**config.mk**
```make
export PLATFORM = sky130hd
export DESIGN_NAME = bambu_mem_copy_master
export DESIGN_NICKNAME = d
export VERILOG_FILES = /design/src/rtl/bambu_mem_pkg.sv /design/src/rtl/bambu_mem_fifo2.sv /design/src/rtl/bambu_mem_copy_master.sv
export SDC_FILE = /design/constraint.sdc
export NUM_CORES = 1
export LEC_CHECK = 0
export BUFFER_PORTS_ARGS = -buffer_cell sky130_fd_sc_hd__buf_2
export CAP_MARGIN = 25
export CORE_ASPECT_RATIO = 0.9
export CORE_UTILIZATION = 35
export DETAILED_ROUTE_END_ITERATION = 7
export HOLD_SLACK_MARGIN = 0.06
export SYNTH_ARGS = -nofsm -noshare
export SYNTH_HDL_FRONTEND = slang
export SYNTH_SLANG_ARGS = --single-unit
```
**constraint.sdc**
```tcl
create_clock -name clock -period 4.19 [get_ports clock]
set_input_delay 0.6285 -clock clock [delete_from_list [all_inputs] [get_ports clock]]
set_output_delay 0.6285 -clock clock [all_outputs]
set_load 0.05 [all_outputs]
```
**src/rtl/bambu_mem_pkg.sv**
```systemverilog
// Shared definitions for the Bambu minimal-memory copy master.
// Contents:
//   - default per-channel widths (address, data, size) and the length operand width
//   - the copy FSM state type
//   - channel index constants: reads use channel RD_CH, writes use channel WR_CH
package bambu_mem_pkg;

    localparam int BAMBU_ADDR_W = 7;
    localparam int BAMBU_DATA_W = 8;
    localparam int BAMBU_SIZE_W = 4;
    localparam int BAMBU_LEN_W  = 8;

    localparam int RD_CH = 0;
    localparam int WR_CH = 1;

    typedef enum logic [1:0] {
        IDLE = 2'd0,
        RUN  = 2'd1,
        DONE = 2'd2
    } copy_state_t;

endpackage

```
**src/rtl/bambu_mem_fifo2.sv**
```systemverilog
// Two-entry byte buffer between the read and write engines of the copy master.
// Ports:
//   clock, reset     rising-edge clock, asynchronous active-low reset
//   clear            empties the buffer (start of a new copy)
//   push, push_data  enqueue one entry
//   pop              dequeue the head entry; push and pop may coincide
//   head_next        the entry that will be at the head after this cycle
//   count            current occupancy (0..2)
//   count_next       occupancy after this cycle's push/pop
module bambu_mem_fifo2
    import bambu_mem_pkg::*;
#(
    parameter int DATA_W = BAMBU_DATA_W
) (
    input  logic              clock,
    input  logic              reset,
    input  logic              clear,
    input  logic              push,
    input  logic              pop,
    input  logic [DATA_W-1:0] push_data,
    output logic [DATA_W-1:0] head_next,
    output logic [1:0]        count,
    output logic [1:0]        count_next
);

    logic [DATA_W-1:0] data0;
    logic [DATA_W-1:0] data1;

    // data0 is always the head; data1 only holds the second entry when count==2.
    always_ff @(posedge clock or negedge reset) begin
        if (!reset) begin
            count <= 2'd0;
            data0 <= '0;
            data1 <= '0;
        end else if (clear) begin
            count <= 2'd0;
        end else begin
            count <= count_next;
            case ({push, pop})
                2'b10: begin
                    if (count == 2'd0) data0 <= push_data;
                    else               data1 <= push_data;
                end
                2'b01: data0 <= data1;
                2'b11: begin
                    if (count == 2'd1) begin
                        data0 <= push_data;
                    end else begin
                        data0 <= data1;
                        data1 <= push_data;
                    end
                end
                default: ;
            endcase
        end
    end

    always_comb begin
        count_next = count;
        if (push && !pop)      count_next = count + 2'd1;
        else if (pop && !push) count_next = count - 2'd1;
    end

    // Lets the write engine register the next write data in the same cycle
    // that a previous write completes, so writes can go back-to-back.
    always_comb begin
        head_next = data0;
        if (pop && push)               head_next = (count == 2'd1) ? push_data : data1;
        else if (pop)                  head_next = data1;
        else if (push && count == 2'd0) head_next = push_data;
    end

endmodule

```
**src/rtl/bambu_mem_copy_master.sv**
```systemverilog
// Copy master on the two-channel Bambu minimal memory interface.
// On start_port it copies len bytes from src_addr to dst_addr in ascending order.
// Channel 0 performs only reads, channel 1 only writes; a 2-entry buffer lets
// them overlap. A read reserves its buffer slot when issued, so the buffer
// cannot overflow.
// Ports:
//   clock, reset              rising-edge clock, asynchronous active-low reset
//   start_port                start pulse (ignored while busy)
//   src_addr, dst_addr, len   copy operands, sampled on an accepted start
//   done_port                 one-cycle completion pulse
//   busy                      high from the cycle after start through done_port
//   Mout_*                    registered request outputs, held until M_DataRdy
//   M_Rdata_ram, M_DataRdy    responder read data and per-channel completion
module bambu_mem_copy_master
    import bambu_mem_pkg::*;
#(
    parameter int ADDR_W = BAMBU_ADDR_W,
    parameter int DATA_W = BAMBU_DATA_W,
    parameter int SIZE_W = BAMBU_SIZE_W,
    parameter int LEN_W  = BAMBU_LEN_W
) (
    input  logic                clock,
    input  logic                reset,
    input  logic                start_port,
    input  logic [ADDR_W-1:0]   src_addr,
    input  logic [ADDR_W-1:0]   dst_addr,
    input  logic [LEN_W-1:0]    len,
    output logic                done_port,
    output logic                busy,
    output logic [1:0]          Mout_oe_ram,
    output logic [1:0]          Mout_we_ram,
    output logic [2*ADDR_W-1:0] Mout_addr_ram,
    output logic [2*DATA_W-1:0] Mout_Wdata_ram,
    output logic [2*SIZE_W-1:0] Mout_data_ram_size,
    input  logic [2*DATA_W-1:0] M_Rdata_ram,
    input  logic [1:0]          M_DataRdy
);

    copy_state_t       state;
    copy_state_t       next_state;
    logic [ADDR_W-1:0] src_q;
    logic [ADDR_W-1:0] dst_q;
    logic [LEN_W-1:0]  len_q;
    logic [LEN_W-1:0]  rd_idx;
    logic [LEN_W-1:0]  wr_idx;
    logic [LEN_W-1:0]  rd_idx_next;
    logic [LEN_W-1:0]  wr_idx_next;
    logic              rd_active;
    logic              wr_active;
    logic [ADDR_W-1:0] rd_addr;
    logic [ADDR_W-1:0] wr_addr;
    logic [DATA_W-1:0] wr_data;
    logic              rd_done;
    logic              wr_done;
    logic              rd_busy_next;
    logic              wr_busy_next;
    logic              rd_issue;
    logic              wr_issue;
    logic              fifo_clear;
    logic [DATA_W-1:0] head_next;
    logic [1:0]        count;
    logic [1:0]        count_next;
    logic              unused_rdata;

    // Completion strobes only count while the matching request is presented.
    assign rd_done      = rd_active & M_DataRdy[RD_CH];
    assign wr_done      = wr_active & M_DataRdy[WR_CH];
    assign rd_busy_next = rd_active & ~rd_done;
    assign wr_busy_next = wr_active & ~wr_done;
    assign rd_idx_next  = rd_idx + LEN_W'(rd_done);
    assign wr_idx_next  = wr_idx + LEN_W'(wr_done);
    assign fifo_clear   = (state == IDLE) && start_port;

    // With no read outstanding next cycle, the buffer occupancy alone decides
    // whether another slot can be reserved.
    assign rd_issue = (state == RUN) && !rd_busy_next &&
                      (rd_idx_next < len_q) && (count_next < 2'd2);
    assign wr_issue = (state == RUN) && !wr_busy_next && (count_next != 2'd0);

    bambu_mem_fifo2 #(.DATA_W(DATA_W)) u_fifo (
        .clock      (clock),
        .reset      (reset),
        .clear      (fifo_clear),
        .push       (rd_done),
        .pop        (wr_done),
        .push_data  (M_Rdata_ram[RD_CH*DATA_W +: DATA_W]),
        .head_next  (head_next),
        .count      (count),
        .count_next (count_next)
    );

    always_ff @(posedge clock or negedge reset) begin
        if (!reset) state <= IDLE;
        else        state <= next_state;
    end

    always_comb begin
        next_state = state;
        case (state)
            IDLE: if (start_port) next_state = (len == '0) ? DONE : RUN;
            RUN:  if ((wr_idx_next == len_q) && !wr_busy_next) next_state = DONE;
            DONE: next_state = IDLE;
            default: next_state = IDLE;
        endcase
    end

    // Request registers: the first read is launched straight from IDLE, then
    // each engine computes its next request from post-completion indices so
    // requests can follow each other without a bubble.
    always_ff @(posedge clock or negedge reset) begin
        if (!reset) begin
            src_q     <= '0;
            dst_q     <= '0;
            len_q     <= '0;
            rd_idx    <= '0;
            wr_idx    <= '0;
            rd_active <= 1'b0;
            wr_active <= 1'b0;
            rd_addr   <= '0;
            wr_addr   <= '0;
            wr_data   <= '0;
        end else begin
            case (state)
                IDLE: begin
                    if (start_port) begin
                        src_q  <= src_addr;
                        dst_q  <= dst_addr;
                        len_q  <= len;
                        rd_idx <= '0;
                        wr_idx <= '0;
                        if (len != '0) begin
                            rd_active <= 1'b1;
                            rd_addr   <= src_addr;
                        end
                    end
                end
                RUN: begin
                    rd_idx <= rd_idx_next;
                    wr_idx <= wr_idx_next;
                    if (rd_issue) begin
                        rd_active <= 1'b1;
                        rd_addr   <= src_q + ADDR_W'(rd_idx_next);
                    end else if (rd_done) begin
                        rd_active <= 1'b0;
                    end
                    if (wr_issue) begin
                        wr_active <= 1'b1;
                        wr_addr   <= dst_q + ADDR_W'(wr_idx_next);
                        wr_data   <= head_next;
                    end else if (wr_done) begin
                        wr_active <= 1'b0;
                    end
                end
                default: ;
            endcase
        end
    end

    always_comb begin
        Mout_oe_ram        = '0;
        Mout_we_ram        = '0;
        Mout_addr_ram      = '0;
        Mout_Wdata_ram     = '0;
        Mout_data_ram_size = '0;
        Mout_oe_ram[RD_CH] = rd_active;
        Mout_we_ram[WR_CH] = wr_active;
        Mout_addr_ram[RD_CH*ADDR_W +: ADDR_W]  = rd_addr;
        Mout_addr_ram[WR_CH*ADDR_W +: ADDR_W]  = wr_addr;
        Mout_Wdata_ram[WR_CH*DATA_W +: DATA_W] = wr_data;
        Mout_data_ram_size[RD_CH*SIZE_W +: SIZE_W] = rd_active ? SIZE_W'(DATA_W) : '0;
        Mout_data_ram_size[WR_CH*SIZE_W +: SIZE_W] = wr_active ? SIZE_W'(DATA_W) : '0;
    end

    assign busy         = (state != IDLE);
    assign done_port    = (state == DONE);
    assign unused_rdata = ^M_Rdata_ram[WR_CH*DATA_W +: DATA_W];

endmodule

```
==> Word level (Yosys, flattened, before mapping) <==
Cells that the tools add are included.
{ "word_totals": {"register_bits": 82, "wordCells": 110} }
{ "op_classes": {"n_addsub": 6, "magnitude_cmp": 2, "eq_ne": 15, "mux": 32, "n_bitwise": 7, "reduce_logical": 34} }
{ "ops": {"columns": ["operator", "n"], "rows": [
  ["$mux 8", 8],
  ["$pmux 8 s2", 3],
  ["$pmux 8 s3", 1],
  ["$mux 7", 3],
  ["$add 8x1->8", 2],
  ["$add 7x7->7", 2],
  ["$pmux 7 s2", 1],
  ["$mux 2", 6],
  ["$reduce_and 4->1", 3],
  ["$logic_and 1x1->1", 11],
  ["$reduce_and 2->1", 5],
  ["$reduce_bool 2->1", 5],
  ["$eq 8x8->1", 1],
  ["$logic_not 8->1", 1],
  ["$lt 8x8->1", 1],
  ["$mux 4", 2],
  ["$ne 2x2->1 const B", 4],
  ["$reduce_bool 8->1", 1],
  ["$eq 2x1->1 const B", 3],
  ["$eq 2x2->1 const B", 3],
  ["$mux 1", 6],
  ["$ne 2x1->1 const B", 3],
  ["$and 1x1->1", 4],
  ["$logic_not 1->1", 4],
  ["10 further kinds", 13]
]} }

==> Longest topological paths before layout <==
{ "logic_depth": {"depth_word": 9, "mapped_depth": 13, "mapped_depth_nobuf": 13} }

==> Modules after synthesis <==
A second synthesis with hierarchy kept.
{ "hier_totals": {"cells_unflattened": 483, "area_unflattened_um2": 4814.6} }
{ "modules_own_cells": {"columns": ["mod", "instances", "cells_each", "area_each_um2"], "rows": [
  ["bambu_mem_copy_master", 1, 375, 3683.5],
  ["bambu_mem_fifo2", 1, 108, 1131.1]
]} }

==> Worst setup path before layout <==
No wires, ideal clock.
{ "synth_timing": {"path_kind": "in2reg", "start": "input port M_DataRdy[0]", "end": "register rd_addr[0]", "arrival_ns": 2.964, "slack_ns": 1.101, "cell_stages": 12, "path_cell_list": "nand2_4 -> inv_4 -> ha_1 -> ha_1 -> and3_1 -> xor2_1 -> ha_1 -> nand4_1 -> a211oi_1 -> a2111oi_1 -> a32oi_2 -> mux2_2"} }
{ "synth_via": {"elab_chain_cells": 9, "elab_cells_between_ends": 20, "classes_between": "add/sub (2); order compare (2); eq/ne (1); mux (4); bitwise (3); reduce/logical (8)"} }
{ "synth_lines": {"columns": ["item", "line_no", "rtl"], "rows": [
  ["from (decl)", "bambu_mem_copy_master.sv:36", "input logic [1:0] M_DataRdy"],
  ["$and 1x1->1 (*)", "bambu_mem_copy_master.sv:66", "assign rd_done = rd_active & M_DataRdy[RD_CH];"],
  ["branches (longest 8 deep; another with $add 8x1->8)", null, null],
  ["to (signal assigned)", "bambu_mem_copy_master.sv:133", "rd_addr <= src_addr;"],
  ["to (signal assigned)", "bambu_mem_copy_master.sv:142", "rd_addr <= src_q + ADDR_W'(rd_idx_next);"],
  ["to (decl)", "bambu_mem_copy_master.sv:50", "logic [ADDR_W-1:0] rd_addr;"]
]} }
Every way passes the cells marked *. The select of a mux whose other input is x is not followed.
A chain may end at the register's enable or synchronous reset.

==> Worst setup path in the final report <==
{ "layout_timing": {"start": "register rd_active", "end": "register rd_addr[3]"} }
{ "layout_via": {"elab_chain_cells": 9, "elab_cells_between_ends": 20, "classes_between": "add/sub (2); order compare (2); eq/ne (1); mux (4); bitwise (3); reduce/logical (8)"} }
{ "layout_lines": {"columns": ["item", "line_no", "rtl"], "rows": [
  ["from (decl)", "bambu_mem_copy_master.sv:48", "logic rd_active;"],
  ["from (signal assigned)", "bambu_mem_copy_master.sv:117", "rd_active <= 1'b0;"],
  ["from (signal assigned)", "bambu_mem_copy_master.sv:132", "rd_active <= 1'b1;"],
  ["from (signal assigned)", "bambu_mem_copy_master.sv:141", "rd_active <= 1'b1;"],
  ["branches (longest 9 deep; another with $add 8x1->8)", null, null]
]} }
Several ways; the timed one is not identified. The select of a mux whose other input is x is not followed.

==> results.py <==
metrics = {
    "synthesis": {
        "synthTopCellsByCount": "dfrtp_1, nand2_1, mux2_2, o21ai_0, nor2_1",
        "synthFlopType": "dfrtp_1",
        "seq_area_frac_synth_pct": 42.9,
        "synth_top_area_share_pct": 42.9,
        "synth_seq_cells": 82,
        "synth-async-reset-ratio_pct": 100,
        "syn_area_sq_um": 4790,
        "synth_area_per_cell_sq_um": 10.4,
        "synth.largest_area_cell": "dfrtp_1",
        "synth_edf_count": 0,
        "yosysMostFrequentCell": "dfrtp_1",
        "synth_cells": 459,
        "synth_area_leaders": "dfrtp_1, mux2_2, ha_1",
        "yosysWarnings": 0,
        "synth.distinct_cells": 58,
    },
    "timing": {
        "finalCritPeriodShare_pct": 79.7,
        "worst_slew_pin_slew_ns": 0.822,
        "tns_ns": 0,
        "fmax_ghz": 0.299,
        "fin_crit_ns": 3.34,
        "rsz0062_at_grt": "no",
        "worst_slack_ns": 0.851,
        "slew_viol_final": 0,
        "fin_worst_skew_ns": 0.00838,
        "slew_headroom_pct": 45.2,
        "setup_viol": 0,
        "hold_viol": 0,
    },
    "critical_path": {
        "worstSetupStartpointType": "register",
        "crit_arrival_ns": 3.56,
        "required_ns": 4.41,
        "r2r_start": "rd_active",
        "cp_max_fo": 8,
        "reg2reg_to": "rd_addr[3]",
        "cp-endpoint": "rd_addr[3]",
        "reg2reg_slack_ns": 0.85,
        "worstRegToRegCells": 12,
        "critical_path.endpoint_type": "register",
        "startpoint": "rd_active",
        "critical_path_class": "reg2reg",
    },
    "floorplan": {
        "start_util_pct": 35.8,
        "num_rows": 40,
        "die_w_um": 125,
        "die_h_um": 113,
        "die_area_sq_um": 14100,
        "ioPinCount": 87,
        "core_sq_um": 13400,
    },
    "placed_design": {
        "hpwlAfterDp_mm": 7.33,
        "dp_worst_setup_slack_ns": 0.557,
        "numPortBuffers": 62,
        "gp_congestion": 0.787,
    },
    "global_route": {
        "overflow": 0,
        "grt_antenna_before_repair": 0,
        "grt_max_degree": 83,
        "grt_pass1_wl_mm": 17.2,
        "grt_pass1_vias": 3417,
        "track_usage_pct": 15.5,
    },
    "clock_tree": {
        "cts_tree": "yes",
        "insertion_delay_ns": 0.34,
        "clockRootBuffer": "clkbuf_16",
        "cts_buffers": 9,
        "cts_hold_buffers": 0,
        "cts.path.max_buffers": 2,
        "clk_pin_slew_ns": 0.06,
        "cts_setup_buffers": 0,
        "cts_resized": 0,
        "cts.htree.levels": 3,
        "cts_sinks": 82,
    },
    "detailed_routing": {
        "wire_per_inst_um": 14.9,
        "viasPerCell": 5.07,
        "drtPass1Iterations": 8,
        "dr.first_iter.drc_count": 194,
        "ant_nets": 0,
        "drc_errors": 9,
        "dr_total_vias": 3492,
        "wirelength_mm": 10.2,
    },
    "power": {
        "cellPowerDensity_nw_per_um2": 908,
        "p_leak_nw": 2.57,
        "p_int_w": 0.00286,
        "clkPwrFrac_pct": 16.2,
        "ir_drop_mv": 0.573,
        "p_sw_share_pct": 42.8,
        "power_frac_seq_pct": 28.9,
        "switching_power_w": 0.00214,
        "combPwrFrac_pct": 54.9,
    },
    "finish": {
        "final_nets": 587,
        "drive_gt1_share_pct": 26.9,
        "nFillCells": 1249,
        "syn_to_final_growth_pct": 15.0,
        "antenna_cells": 0,
    },
    "run": {
        "drv_cap": 0,
    },
    "worst_hold_path": {
        "min_path_type": "in2async",
    },
    "run_status": {
        "status": "finished, violations left",
        "violations": "DRC",
    },
}
state kept, by name, indices dropped and copies added, names as in the netlist, 2 cells and up:
name          cells
u_fifo.data0      8
state             2
src_q             7
wr_addr           7
rd_addr           7
u_fifo.count      2
dst_q             7
u_fifo.data1      8
len_q             8
wr_data           8
rd_idx            8
wr_idx            8
how the worst min path moves through the flow:
stage / from / end
floorplan: reset / dst_q[0]
global placement: u_fifo.data0[7] / u_fifo.data0[7]
detailed placement: u_fifo.data0[0] / u_fifo.data0[0]
CTS: u_fifo.data0[0] / u_fifo.data0[0]
global route: reset / u_fifo.data1[4]
finish: reset / u_fifo.data1[4]
critical path: stages (launching register included):
cell	delay [ns]
dfrtp_1	0.46
nand2_4	0.17
inv_4	0.08
ha_1	0.22
ha_1	0.23
and3_1	0.24
xor2_1	0.16
ha_1	0.30
nand4_1	0.11
a211oi_1	0.24
a2111oi_1	0.09
a32oi_2	0.53
mux2_2	0.40
final cells by class:
type	count	area, sq um	area share, %
multi-input cells	337	2490	45.2
flip-flops and latches	82	2050	37.3
repair buffers	67	374	6.79
clock buffers	13	270	4.91
well taps	168	210	3.82
inverters	20	77.6	1.41
clock inverters	2	35.0	0.636
per-stage QoR:
step	hold WS [ns]	utilization, %	instances	area (sq um)	power [W]
finish	0.131	41.2	689	5510	0.00500
global route	0.128	41.2	689	5510	0.00538
CTS	0.485	40.9	687	5470	0.00504
detailed placement	0.471	38.6	672	5160	0.00421
global placement	0.462	38.6	672	5160	0.00411
floorplan	0.333	-	474	4840	0.00371
per-layer routing:
layer / wire (um) / vias up / track usage [%]
met3: 385 / 10 / 3.40
met5: 0 / - / 0
met4: 125 / 0 / 5.53
li1: - / 1705 / -
met2: 4780 / 77 / 25.2
met1: 4950 / 1700 / 20.2
placed cells by master, fill, tap and decap left out, types with 4 or more instances in the layout:
cell | synthesis | routed
a22oi_1 | 8 | 8
ha_1 | 25 | 25
a21oi_1 | 12 | 12
o22ai_1 | 9 | 9
and3_1 | 4 | 4
o31ai_1 | 9 | 9
dfrtp_1 | 82 | 82
conb_1 | 1 | 16
mux2_2 | 34 | 34
a22o_1 | 8 | 8
inv_1 | 18 | 18
nor2b_1 | 4 | 4
buf_2 | 4 | 61
xnor2_1 | 22 | 22
clkbuf_16 | 0 | 9
o211ai_1 | 4 | 4
mux2_4 | 10 | 10
nand3_1 | 7 | 7
nand2_1 | 45 | 45
o21ai_0 | 32 | 32
xor2_1 | 8 | 8
nor2_1 | 31 | 31
a21o_1 | 4 | 4
buf_4 | 21 | 4
power by group through the flow:
stage,Clock (W),Sequential (W),Combinational (W)
floorplan,0,0.00177,0.00194
global placement,0,0.00143,0.00268
detailed placement,0,0.00146,0.00275
CTS,0.000837,0.00145,0.00276
global route,0.000870,0.00149,0.00301
finish,0.000811,0.00144,0.00275
cell families (layout without fill, tap and decap cells):
logic type	after synthesis	in the layout	share of synthesized area [%]
flip-flops	82	82	42.9
XOR/XNOR	31	31	5.96
buffers and inverters	55	102	6.46
other	1	16	0.0783
AND/OR/NAND/NOR	114	114	11.2
multiplexers	46	46	11.6
adder cells (fa/ha/maj)	27	27	7.37
AO/OA/AOI/OAI	103	103	14.5
Power figures use the tool's default switching activity.
